[config.mk]
export PLATFORM = sky130hd
export DESIGN_NAME = pu_add_cmp_pipe_flat
export DESIGN_NICKNAME = d
export VERILOG_FILES = /design/src/rtl/pu_pkg.sv /design/src/rtl/pu_add_cmp_pipe_if.sv /design/src/rtl/pu_addsub_core.sv /design/src/rtl/pu_add_cmp_pipe.sv /design/src/flat_wrapper.sv
export SDC_FILE = /design/constraint.sdc
export NUM_CORES = 1
export LEC_CHECK = 0
export CORE_UTILIZATION = 40
export CTS_BUF_LIST = sky130_fd_sc_hd__clkbuf_8
export DETAILED_ROUTE_END_ITERATION = 8
export GPL_TIMING_DRIVEN = 0
export HOLD_SLACK_MARGIN = 0.06
export PLACE_DENSITY_LB_ADDON = 0.05
export SLEW_MARGIN = 20
export SYNTH_ARGS = -nofsm -noshare
export SYNTH_HDL_FRONTEND = slang
export SYNTH_HIERARCHICAL = 1
export SYNTH_SLANG_ARGS = --single-unit
[constraint.sdc]
create_clock -name i_clk -period 9 [get_ports i_clk]
set_input_delay 1.8 -clock i_clk [delete_from_list [all_inputs] [get_ports i_clk]]
set_output_delay 1.8 -clock i_clk [all_outputs]
set_load 0.01 [all_outputs]
[src/rtl/pu_pkg.sv]
// pu_pkg: opcodes, compare-condition indices and pipeline-stage type shared by the add/compare unit.
package pu_pkg;
   localparam int PU_REG_W_MAX = 64;
   typedef enum logic [2:0] {
      OPC_NONE = 3'd0, OPC_SUB = 3'd1, OPC_ADD = 3'd2, OPC_ICMP = 3'd3,
      OPC_ADDI = 3'd4, OPC_ICMPI = 3'd5, OPC_ADDC = 3'd6, OPC_RSVD = 3'd7
   } pu_op_e;
   localparam logic [3:0] FLAG_INDEX_NEQ = 4'd1;
   localparam logic [3:0] FLAG_INDEX_GTU = 4'd2;
   localparam logic [3:0] FLAG_INDEX_GTS = 4'd3;
   localparam logic [3:0] FLAG_INDEX_GEU = 4'd4;
   localparam logic [3:0] FLAG_INDEX_GES = 4'd5;
   localparam logic [3:0] FLAG_INDEX_LTU = 4'd6;
   localparam logic [3:0] FLAG_INDEX_LTS = 4'd7;
   localparam logic [3:0] FLAG_INDEX_LEU = 4'd8;
   localparam logic [3:0] FLAG_INDEX_LES = 4'd9;
   localparam logic [3:0] FLAG_INDEX_EQ = 4'd10;
   typedef struct packed {
      logic valid;
      pu_op_e op;
      logic [4:0] regd;
      logic [3:0] cmp_op;
      logic [PU_REG_W_MAX-1:0] a;
      logic [PU_REG_W_MAX-1:0] b;
   } pu_stage_t;
   function automatic logic pu_writes_reg(pu_op_e op);
      return op inside {OPC_ADD, OPC_SUB, OPC_ADDI, OPC_ADDC};
   endfunction
endpackage

[src/rtl/pu_add_cmp_pipe_if.sv]
// pu_add_cmp_pipe_if: issue, operand-read and writeback signals between control unit and add/compare unit.
interface pu_add_cmp_pipe_if #(
   parameter int REG_W = 64,
   parameter int OPC_W = 6,
   parameter int IMM_W = 16
);
   logic i_valid, i_stall, i_unique_ack, o_unique_ack;
   logic [OPC_W-1:0] i_opcode;
   logic [4:0] i_rega, i_regb, i_regd, o_sela, o_selb, o_write_reg, o_busy_reg;
   logic [IMM_W-1:0] i_imm;
   logic [3:0] i_cmp_op;
   logic [REG_W-1:0] i_ina, i_inb, o_write_data;
   logic o_write_en, o_flag_cmp, o_write_flag, o_flag_cy, o_flag_ov, o_busy;
   modport slave (
      input i_valid, i_stall, i_unique_ack, i_opcode, i_rega, i_regb, i_regd, i_imm, i_cmp_op, i_ina, i_inb,
      output o_unique_ack, o_sela, o_selb, o_write_reg, o_write_data, o_write_en, o_flag_cmp, o_write_flag,
      output o_flag_cy, o_flag_ov, o_busy, o_busy_reg
   );
   modport master (
      output i_valid, i_stall, i_unique_ack, i_opcode, i_rega, i_regb, i_regd, i_imm, i_cmp_op, i_ina, i_inb,
      input o_unique_ack, o_sela, o_selb, o_write_reg, o_write_data, o_write_en, o_flag_cmp, o_write_flag,
      input o_flag_cy, o_flag_ov, o_busy, o_busy_reg
   );
endinterface

[src/rtl/pu_addsub_core.sv]
// pu_addsub_core: combinational add/subtract with carry, signed overflow and compare-condition decode.
module pu_addsub_core
   import pu_pkg::*;
#(
   parameter int W = 64
) (
   input  logic [W-1:0] a,
   input  logic [W-1:0] b,
   input  logic         sub,
   input  logic         cin,
   input  logic [3:0]   cmp_op,
   output logic [W-1:0] sum,
   output logic         c,
   output logic         ov,
   output logic         flag
);
   logic [W-1:0] bx;
   logic eq, ltu, lts;
   always_comb begin
      bx = sub ? ~b : b;
      {c, sum} = {1'b0, a} + {1'b0, bx} + (W+1)'(cin);
      ov = (a[W-1] == bx[W-1]) & (a[W-1] ^ sum[W-1]);
      eq = a == b;
      ltu = !c;
      lts = sum[W-1] ^ ov;
      case (cmp_op)
         FLAG_INDEX_EQ:  flag = eq;
         FLAG_INDEX_NEQ: flag = !eq;
         FLAG_INDEX_GTU: flag = !ltu & !eq;
         FLAG_INDEX_GTS: flag = !lts & !eq;
         FLAG_INDEX_GEU: flag = !ltu;
         FLAG_INDEX_GES: flag = !lts;
         FLAG_INDEX_LTU: flag = ltu;
         FLAG_INDEX_LTS: flag = lts;
         FLAG_INDEX_LEU: flag = ltu | eq;
         FLAG_INDEX_LES: flag = lts | eq;
         default:        flag = 1'b0;
      endcase
   end
endmodule

[src/rtl/pu_add_cmp_pipe.sv]
// pu_add_cmp_pipe: pipelined ADD/SUB/ADDI/ADDC/ICMP/ICMPI unit with CY/OV flags and 1- or 2-stage latency.
// Define PU_ADD_CMP_SATURATE_EN to saturate ADD/SUB/ADDI results on signed overflow.
module pu_add_cmp_pipe
   import pu_pkg::*;
#(
   parameter int OPTION_REG_WIDTH    = 64,
   parameter int OPTION_OPCODE_WIDTH = 6,
   parameter int OPTION_IMM_WIDTH    = 16,
   parameter int OPTION_PIPE_STAGES  = 2
) (
   input logic i_clk,
   input logic i_rst,
   pu_add_cmp_pipe_if.slave bus
);
   localparam int W = OPTION_REG_WIDTH;
   localparam int OW = OPTION_OPCODE_WIDTH;
   localparam int IW = OPTION_IMM_WIDTH;
   logic match, uses_imm, ack;
   logic [W-1:0] imm_ext;
   pu_stage_t iss, ex;
   logic s1_busy, s1_wr;
   logic [4:0] s1_regd;
   always_comb begin
      match = bus.i_opcode inside {OW'(OPC_SUB), OW'(OPC_ADD), OW'(OPC_ICMP), OW'(OPC_ADDI), OW'(OPC_ICMPI), OW'(OPC_ADDC)};
      uses_imm = bus.i_opcode inside {OW'(OPC_ADDI), OW'(OPC_ICMPI)};
      ack = bus.i_valid & !bus.i_stall & !bus.i_unique_ack & match;
      imm_ext = {{(W-IW){bus.i_imm[IW-1]}}, bus.i_imm};
      iss = '{valid: ack, op: pu_op_e'(bus.i_opcode[2:0]), regd: bus.i_regd, cmp_op: bus.i_cmp_op,
              a: PU_REG_W_MAX'(bus.i_ina), b: PU_REG_W_MAX'(uses_imm ? imm_ext : bus.i_inb)};
   end
   generate
      if (OPTION_PIPE_STAGES == 2) begin : g_s1
         pu_stage_t s1_q, s1_d;
         always_comb s1_d = bus.i_stall ? s1_q : iss;
         always_ff @(posedge i_clk or posedge i_rst)
            if (i_rst) s1_q <= '0;
            else s1_q <= s1_d;
         assign ex = s1_q;
         assign s1_busy = s1_q.valid;
         assign s1_wr = s1_q.valid & pu_writes_reg(s1_q.op);
         assign s1_regd = s1_q.regd;
      end else begin : g_s0
         assign ex = iss;
         assign s1_busy = 1'b0;
         assign s1_wr = 1'b0;
         assign s1_regd = '0;
      end
   endgenerate
   logic [W-1:0] sum, res, wb_data_q, wb_data_d;
   logic c, ov, cmp_flag, sub, cin, ex_wr, ld;
   logic wb_valid_q, wb_valid_d, wb_wr_q, wb_wr_d, flag_cmp_q, flag_cmp_d, cy_q, cy_d, ov_q, ov_d;
   logic [4:0] wb_reg_q, wb_reg_d;
   // Older flag writers have already committed CY by the time a younger op executes, so cy_q is the forwarded value.
   assign sub = ex.op inside {OPC_SUB, OPC_ICMP, OPC_ICMPI};
   assign cin = sub | (ex.op == OPC_ADDC & cy_q);
   assign ex_wr = pu_writes_reg(ex.op);
   pu_addsub_core #(.W(W)) u_core (
      .a(ex.a[W-1:0]), .b(ex.b[W-1:0]), .sub(sub), .cin(cin), .cmp_op(ex.cmp_op),
      .sum(sum), .c(c), .ov(ov), .flag(cmp_flag)
   );
`ifdef PU_ADD_CMP_SATURATE_EN
   assign res = (ov & (ex.op inside {OPC_ADD, OPC_SUB, OPC_ADDI})) ? {ex.a[W-1], {(W-1){!ex.a[W-1]}}} : sum;
`else
   assign res = sum;
`endif
   always_comb begin
      ld = !bus.i_stall & ex.valid;
      wb_valid_d = bus.i_stall ? wb_valid_q : ex.valid;
      wb_wr_d = ld ? ex_wr : wb_wr_q;
      wb_reg_d = ld ? ex.regd : wb_reg_q;
      wb_data_d = ld ? res : wb_data_q;
      flag_cmp_d = (ld & !ex_wr) ? cmp_flag : flag_cmp_q;
      cy_d = (ld & ex_wr) ? (ex.op == OPC_SUB ? !c : c) : cy_q;
      ov_d = (ld & ex_wr) ? ov : ov_q;
   end
   always_ff @(posedge i_clk or posedge i_rst)
      if (i_rst) begin
         wb_valid_q <= 1'b0;
         wb_wr_q <= 1'b0;
         wb_reg_q <= '0;
         wb_data_q <= '0;
         flag_cmp_q <= 1'b0;
         cy_q <= 1'b0;
         ov_q <= 1'b0;
      end else begin
         wb_valid_q <= wb_valid_d;
         wb_wr_q <= wb_wr_d;
         wb_reg_q <= wb_reg_d;
         wb_data_q <= wb_data_d;
         flag_cmp_q <= flag_cmp_d;
         cy_q <= cy_d;
         ov_q <= ov_d;
      end
   assign bus.o_unique_ack = ack;
   assign bus.o_sela = bus.i_rega;
   assign bus.o_selb = bus.i_regb;
   assign bus.o_write_reg = wb_reg_q;
   assign bus.o_write_data = wb_data_q;
   assign bus.o_write_en = wb_valid_q & wb_wr_q & !bus.i_stall;
   assign bus.o_write_flag = wb_valid_q & !wb_wr_q & !bus.i_stall;
   assign bus.o_flag_cmp = flag_cmp_q;
   assign bus.o_flag_cy = cy_q;
   assign bus.o_flag_ov = ov_q;
   assign bus.o_busy = s1_busy | wb_valid_q;
   assign bus.o_busy_reg = s1_wr ? s1_regd : (wb_valid_q & wb_wr_q) ? wb_reg_q : 5'd0;
endmodule

[src/flat_wrapper.sv]
// flat-port wrapper written by rule: the top's interface ports become plain ports
module pu_add_cmp_pipe_flat import pu_pkg::*;
#(
   parameter int OPTION_REG_WIDTH    = 64,
   parameter int OPTION_OPCODE_WIDTH = 6,
   parameter int OPTION_IMM_WIDTH    = 16,
   parameter int OPTION_PIPE_STAGES  = 2
)
  (i_clk, i_rst, bus_i_valid, bus_i_stall, bus_i_unique_ack, bus_i_opcode, bus_i_rega, bus_i_regb, bus_i_regd, bus_i_imm, bus_i_cmp_op, bus_i_ina, bus_i_inb, bus_o_unique_ack, bus_o_sela, bus_o_selb, bus_o_write_reg, bus_o_write_data, bus_o_write_en, bus_o_flag_cmp, bus_o_write_flag, bus_o_flag_cy, bus_o_flag_ov, bus_o_busy, bus_o_busy_reg);
  pu_add_cmp_pipe_if #(.REG_W(64), .OPC_W(6), .IMM_W(16)) bus_i ();
  input logic i_clk;
  input logic i_rst;
  input wire logic [$bits(bus_i.i_valid)-1:0] bus_i_valid;
  input wire logic [$bits(bus_i.i_stall)-1:0] bus_i_stall;
  input wire logic [$bits(bus_i.i_unique_ack)-1:0] bus_i_unique_ack;
  input wire logic [$bits(bus_i.i_opcode)-1:0] bus_i_opcode;
  input wire logic [$bits(bus_i.i_rega)-1:0] bus_i_rega;
  input wire logic [$bits(bus_i.i_regb)-1:0] bus_i_regb;
  input wire logic [$bits(bus_i.i_regd)-1:0] bus_i_regd;
  input wire logic [$bits(bus_i.i_imm)-1:0] bus_i_imm;
  input wire logic [$bits(bus_i.i_cmp_op)-1:0] bus_i_cmp_op;
  input wire logic [$bits(bus_i.i_ina)-1:0] bus_i_ina;
  input wire logic [$bits(bus_i.i_inb)-1:0] bus_i_inb;
  output wire logic [$bits(bus_i.o_unique_ack)-1:0] bus_o_unique_ack;
  output wire logic [$bits(bus_i.o_sela)-1:0] bus_o_sela;
  output wire logic [$bits(bus_i.o_selb)-1:0] bus_o_selb;
  output wire logic [$bits(bus_i.o_write_reg)-1:0] bus_o_write_reg;
  output wire logic [$bits(bus_i.o_write_data)-1:0] bus_o_write_data;
  output wire logic [$bits(bus_i.o_write_en)-1:0] bus_o_write_en;
  output wire logic [$bits(bus_i.o_flag_cmp)-1:0] bus_o_flag_cmp;
  output wire logic [$bits(bus_i.o_write_flag)-1:0] bus_o_write_flag;
  output wire logic [$bits(bus_i.o_flag_cy)-1:0] bus_o_flag_cy;
  output wire logic [$bits(bus_i.o_flag_ov)-1:0] bus_o_flag_ov;
  output wire logic [$bits(bus_i.o_busy)-1:0] bus_o_busy;
  output wire logic [$bits(bus_i.o_busy_reg)-1:0] bus_o_busy_reg;
  assign bus_i.i_valid = bus_i_valid;
  assign bus_i.i_stall = bus_i_stall;
  assign bus_i.i_unique_ack = bus_i_unique_ack;
  assign bus_i.i_opcode = bus_i_opcode;
  assign bus_i.i_rega = bus_i_rega;
  assign bus_i.i_regb = bus_i_regb;
  assign bus_i.i_regd = bus_i_regd;
  assign bus_i.i_imm = bus_i_imm;
  assign bus_i.i_cmp_op = bus_i_cmp_op;
  assign bus_i.i_ina = bus_i_ina;
  assign bus_i.i_inb = bus_i_inb;
  assign bus_o_unique_ack = bus_i.o_unique_ack;
  assign bus_o_sela = bus_i.o_sela;
  assign bus_o_selb = bus_i.o_selb;
  assign bus_o_write_reg = bus_i.o_write_reg;
  assign bus_o_write_data = bus_i.o_write_data;
  assign bus_o_write_en = bus_i.o_write_en;
  assign bus_o_flag_cmp = bus_i.o_flag_cmp;
  assign bus_o_write_flag = bus_i.o_write_flag;
  assign bus_o_flag_cy = bus_i.o_flag_cy;
  assign bus_o_flag_ov = bus_i.o_flag_ov;
  assign bus_o_busy = bus_i.o_busy;
  assign bus_o_busy_reg = bus_i.o_busy_reg;
  pu_add_cmp_pipe #(.OPTION_REG_WIDTH(OPTION_REG_WIDTH), .OPTION_OPCODE_WIDTH(OPTION_OPCODE_WIDTH), .OPTION_IMM_WIDTH(OPTION_IMM_WIDTH), .OPTION_PIPE_STAGES(OPTION_PIPE_STAGES)) u_core (.i_clk(i_clk), .i_rst(i_rst), .bus(bus_i));
endmodule
==> impl_metrics.csv, run 1 <==
group,metric,value,unit
grt,track_usage,27.23,%
timing,setup_ws,3.285,ns
worst_setup_path,cp-end-kind,"output pin",
power_and_ir_drop,ir_drop,0.1157,mV
worst_setup_path,crit_fanout,10,
grt,grt_pass1_wl,75400,um
synth,synth-seq-cells,215,
timing,layout_min_cycle_time,5.715,ns
timing,holdWs,0.4713,ns
placed_design,post-place-ws,3.317,ns
synth,yosysSeqAreaShare,37.19,%
detailed_routing,antenna_left,0,
power_and_ir_drop,leakagePower,8.065,nW
final_layout,diodes,0,
timing,slew_headroom,29.78,%
final_layout,final_cell_mix,"279 x nand2_1, 254 x clkdlybuf4s50_1, 215 x dfrtp_1",
worst_hold_path,hold_class,"register to register",
detailed_routing,totalWireLength,49550,um
final_layout,multi_input_area,8432,um^2
final_layout,largest_register_ffs,135,
worst_setup_path,start_kind,"input pin",
floorplan,rows,69,
synth,synth_ff_type,"dfrtp_1",
clock_network,cts_tree,"yes",
timing,finalSetupViolCount,0,
floorplan,die_h,192.2,um
detailed_routing,num_vias,13060,
timing,setup_tns,0,ns
final_layout,drive_gt1_share,13.25,%
flow_run,drv_cap,0,
timing,clock.fmax,0.1750,GHz
detailed_routing,drtPass1Iterations,7,
final_layout,final_common_cell,"nand2_1",
synth,synth_edf_count,0,
timing,fin_skew,0.03139,ns
clock_network,htree_levels,2,
timing,rsz0062_at_grt,"false",
synth,synth_area_leaders,"dfrtp_1 37%, xor2_1 9.0%, nand2_1 7.2%",
synth,yosysTopAreaCellShare,37.19,%
synth,syn_area,14470,um^2
synth,yosys.area.top_type,"dfrtp_1",
placed_design,gp_congestion,0.9476,
clock_network,clk_pin_slew,0.06,ns
placed_design,place_area,17650,um^2
synth,synthCells,1569,
synth,synth_fp_nets,1808,
clock_network,post_cts_buffers,0,
detailed_routing,route.detailed.drc,0,
floorplan,design.core.area,35570,um^2
grt,grt_max_degree,96,
final_layout,design_area,18480,um^2
clock_network,cts-resized-gates,0,
clock_network,hold_buffers,0,
worst_setup_path,path_class,"input pin to output pin",
clock_network,clock_sinks,215,
timing,drv_slew,0,
worst_setup_path,cp.required,7.20,ns
grt,grt_overflow_total,0,
floorplan,die_area,36930,um^2
final_layout,area_growth,27.77,%
worst_setup_path,cp.arrival,3.92,ns
synth,synth_cell_types,86,
timing,fin_crit_sh,63.50,%
power_and_ir_drop,finalPower,4.254,mW
final_layout,fin_nets,2106,
floorplan,io_pins,265,
clock_network,clockBufferDepth,3,
placed_design,portBuffers,254,
power_and_ir_drop,cellPowerDensity,230.2,nW/um^2
clock_network,clockRootBuffer,"clkbuf_8",
floorplan,die_w,192.2,um
synth,syn_area_per_cell,9.219,um^2
grt,antenna_found_initial,5,
final_layout,regArea,5380,um^2
placed_design,dp_hpwl,39280,um
timing,hold_viol_final,0,
timing,tightest_slew,1.053,ns
final_layout,fillers,3440,
run_status,status,"finished, final reports clean",
clock_network,insertion_delay,0.60,ns
synth,ys_async_sr_fraction,100.0,%
clock_network,cts-buffers-inserted,40,
floorplan,initial_core_util,40.67,%
detailed_routing,wl_per_cell,21.03,um
detailed_routing,post_drt_via_cell_ratio,5.544,
synth,ys_warn_count,6,
detailed_routing,drt_iter0_drc,872,
grt,grt_pass1_vias,13090,
==> synthesized netlist by cell type (27+ instances only) <==
master	number
nand2_1	279
dfrtp_1	215
xor2_1	149
a21oi_1	79
mux2_2	77
ha_1	63
o21ai_0	62
a2bb2oi_1	53
nor2_1	52
buf_2	49
o21ai_1	48
clkbuf_1	35
xnor2_1	34
nand4_1	28
inv_1	27
==> per-stage QoR <==
step / util, % / std cells
floorplan: - / 1569
global placement: 49.44 / 2284
detailed placement: 49.63 / 2286
CTS: 51.96 / 2356
global route: 51.96 / 2356
finish: 51.96 / 2356
==> cell families (layout without fill, tap and decap cells) <==
group / after synthesis / count (layout) / share of synthesized area, %
DFF: 215 / 215 / 37.19
and+or+nand+nor: 480 / 480 / 15.21
xor gates and xnor gates: 183 / 183 / 11.08
AOI/OAI and AO/OA: 408 / 408 / 19.88
buffers and inverters: 136 / 462 / 4.558
adders and majority gates: 65 / 65 / 5.726
muxes: 82 / 82 / 6.358
==> power by group <==
| group | total, mW | switching, mW | leakage [nW] | internal, mW |
|---|---|---|---|---|
| registers | 1.31 | 0.153 | 2.59 | 1.16 |
| logic | 1.96 | 1.07 | 5.01 | 0.880 |
| clock network | 0.986 | 0.434 | 0.470 | 0.552 |
| total | 4.25 | 1.66 | 8.06 | 2.59 |
==> worst paths after layout <==
check                      slack [ns]  cells after the start                        start                           to
max in group asynchronous        6.47                      3                        i_rst  u_core/bus.o_write_data[41]
min in group asynchronous        1.64                      2                        i_rst   u_core/bus.o_write_data[5]
min                              0.47                      2  u_core/bus.o_write_data[28]  u_core/bus.o_write_data[28]
min reg2reg                      0.47                      2  u_core/bus.o_write_data[28]  u_core/bus.o_write_data[28]
max reg2reg                      3.37                     17               u_core/ex[137]        u_core/bus.o_flag_cmp
max                              3.28                      6              bus_i_opcode[5]             bus_o_unique_ack
==> worst max-delay path, cell delays in order <==
cell             delay (ns)
clkdlybuf4s50_1        0.46
or3_4                  0.44
buf_6                  0.18
buf_6                  0.18
nor4_2                 0.27
clkdlybuf4s50_1        0.58
==> cell type report <==
cell class	instances	area share [%]
repair buffers	256	14.05
plain buffers	109	3.019
flip-flops and latches	215	29.11
clock buffers	53	3.947
well taps	461	3.121
multi-input cells	1218	45.62
clock inverters	17	0.5348
inverters	27	0.5890
==> layer usage <==
layer  track usage, %  wire, um  vias up
met5                0        66        -
met4            9.419      1408       10
met3            5.244      3273       86
met2            43.37     22520      478
met1            36.71     22280     6322
li1                 -         -     6166
No activity file was read; power rests on OpenSTA's default activity.
==> run 2: changes to the inputs <==
clock period = 4.75 ns   (was 9 ns; I/O delays follow)
==> impl_metrics.csv, run 2 (same netlist as run 1, synthesis figures left out) <==
group,metric,value,unit
run_status,status,"finished, final reports clean",
final_layout,multi_input_area,8481,um^2
timing,layout_min_cycle_time,4.578,ns
grt,grt_max_degree,34,
final_layout,fin_nets,2114,
power_and_ir_drop,switchingPower,3.182,mW
grt,grt_pass1_wl,75680,um
timing,hold_viol_final,0,
worst_setup_path,max_stage_delay,0.52,ns
timing,finalSetupViolCount,0,
timing,drv_slew,0,
clock_network,insertion_delay,0.62,ns
timing,clock.fmax,0.2184,GHz
timing,fin_crit_sh,96.38,%
grt,grt_overflow_total,0,
final_layout,area_growth,28.47,%
worst_setup_path,cp-end-kind,"register",
worst_setup_path,r2r_slack,0.17,ns
detailed_routing,drtPass1Iterations,5,
final_layout,fillers,3441,
floorplan,die_w,192.2,um
clock_network,clock_sinks,215,
power_and_ir_drop,ir_drop,0.2483,mV
worst_setup_path,cp.required,5.24,ns
worst_setup_path,crit_fanout,10,
worst_hold_path,hold_class,"register to register",
power_and_ir_drop,cellPowerDensity,429.8,nW/um^2
floorplan,die_area,36930,um^2
timing,fin_skew,0.03355,ns
worst_hold_path,whs_endpoint,"u_core/bus.o_write_data[58]",
power_and_ir_drop,leakagePower,8.095,nW
worst_setup_path,cp_top_family,"compound AO/OA/AOI/OAI gates",
worst_setup_path,start_kind,"register",
worst_setup_path,path_class,"register to register",
clock_network,cts_tree,"yes",
worst_setup_path,cp_cell_sequence,"a21boi_1 > clkbuf_4 > buf_4 > xor2_1 > ha_1 > buf_2 > nand4_1 > nor4_2 > nand3_1 > a41oi_4 > a211oi_4 > o31ai_4 > a31oi_4 > a2111oi_2 > o2bb2ai_1 > mux2_1",
worst_setup_path,ff2ff_path_depth,16,
worst_setup_path,path_buf_inv,3,
clock_network,hold_buffers,0,
detailed_routing,antenna_left,0,
final_layout,final_common_cell,"nand2_1",
final_layout,final_cell_mix,"279 x nand2_1, 254 x clkdlybuf4s50_1, 214 x dfrtp_1",
timing,slew_headroom,46.84,%
detailed_routing,drt_iter0_drc,808,
clock_network,htree_levels,2,
final_layout,largest_register_ffs,135,
clock_network,clockBufferDepth,3,
floorplan,rows,69,
placed_design,gp_congestion,1.003,
worst_setup_path,worstReg2RegStart,"u_core/ex[139]",
final_layout,regArea,5381,um^2
grt,track_usage,27.40,%
placed_design,dp_hpwl,39760,um
floorplan,die_h,192.2,um
power_and_ir_drop,p_clk_share,21.8,%
power_and_ir_drop,power.internal,4.805,mW
placed_design,portBuffers,254,
worst_setup_path,crit_slowest_cell,"o31ai_4",
worst_setup_path,r2r-end,"u_core/bus.o_flag_cmp",
grt,antenna_found_initial,6,
power_and_ir_drop,swShare,39.84,%
clock_network,cts-buffers-inserted,39,
worst_hold_path,min_path_cells,2,
floorplan,design.core.area,35570,um^2
final_layout,fin_util,52.24,%
grt,grt_pass1_vias,12900,
worst_hold_path,hold_start,"u_core/bus.o_write_data[58]",
detailed_routing,totalWireLength,50130,um
power_and_ir_drop,finalPower,7.987,mW
detailed_routing,route.detailed.drc,0,
detailed_routing,post_drt_via_cell_ratio,5.545,
power_and_ir_drop,p_comb_share,47.1,%
final_layout,drive_gt1_share,14.01,%
detailed_routing,wl_per_cell,21.22,um
flow_run,drv_cap,0,
floorplan,io_pins,265,
clock_network,clk_pin_slew,0.06,ns
clock_network,clockRootBuffer,"clkbuf_8",
power_and_ir_drop,power_frac_seq,31.1,%
timing,tightest_slew,0.7874,ns
floorplan,initial_core_util,40.67,%
worst_setup_path,cp.arrival,5.07,ns
detailed_routing,num_vias,13100,
run 2: tightest hold or removal path, stage by stage, from the launching register on:
cell	delay, ns
dfrtp_1	0.34
nand2_1	0.05
nand2_1	0.06
run 2: what timing repair did:
action                                  4_1_cts  5_1_grt
pin swaps                                     2        2
cloned                                        0        0
endpoints found under the hold margin         0        0
setup buffers                                 1        2
endpoints found under the setup margin       35       20
resized for setup                            15       12
run 2: how the worst max path moves through the flow:
stage,start,end,cells after the start
CTS,u_core/ex[137],u_core/bus.o_flag_cmp,16
detailed placement,u_core/ex[137],u_core/bus.o_flag_cy,17
finish,u_core/ex[139],u_core/bus.o_flag_cmp,16
floorplan,u_core/ex[137],u_core/bus.o_write_data[54],18
global route,u_core/ex[139],u_core/bus.o_flag_cmp,16
global placement,i_rst,u_core/bus.o_write_data[41],2
run 2: cell type report:
type / instances / area share, %
antenna: 3 / 0.04040
timing repair buffer: 265 / 14.62
clock buffer: 45 / 3.333
multi-input combinational: 1218 / 45.64
buffer: 109 / 3.124
clock inverter: 19 / 0.6127
tap: 461 / 3.104
sequential: 215 / 28.96
inverter: 27 / 0.5656
run 2: metrics by stage:
stage	std cells	TNS, ns	hold slack [ns]	cell area, um^2	setup slack, ns
floorplan	1569	0	0.4549	14470	0.5846
global placement	2284	-192.21	0.4611	17590	-0.8767
detailed placement	2292	-12.15	0.4622	17750	-0.8880
CTS	2357	0	0.4769	18520	0.005876
global route	2359	-0.01867	0.4928	18580	-0.01867
finish	2362	0	0.4731	18580	0.1721
run 2: power groups by stage:
stage               sequential (mW)  combinational [mW]  clock, mW
CTS                            2.49                3.72       1.81
floorplan                      2.57                2.19          0
detailed placement             2.52                3.68          0
finish                         2.49                3.76       1.74
global placement               2.51                3.67          0
global route                   2.54                4.11       1.87
run 2: per-layer routing:
layer | track usage [%] | share of wire [%] | wire length (um) | up-vias
met5 | 0 | 0.12 | 58 | -
met4 | 10.69 | 3.3 | 1677 | 8
met3 | 6.231 | 7.2 | 3625 | 94
met2 | 43.05 | 45 | 22500 | 487
met1 | 36.36 | 44 | 22270 | 6315
li1 | - | - | - | 6194
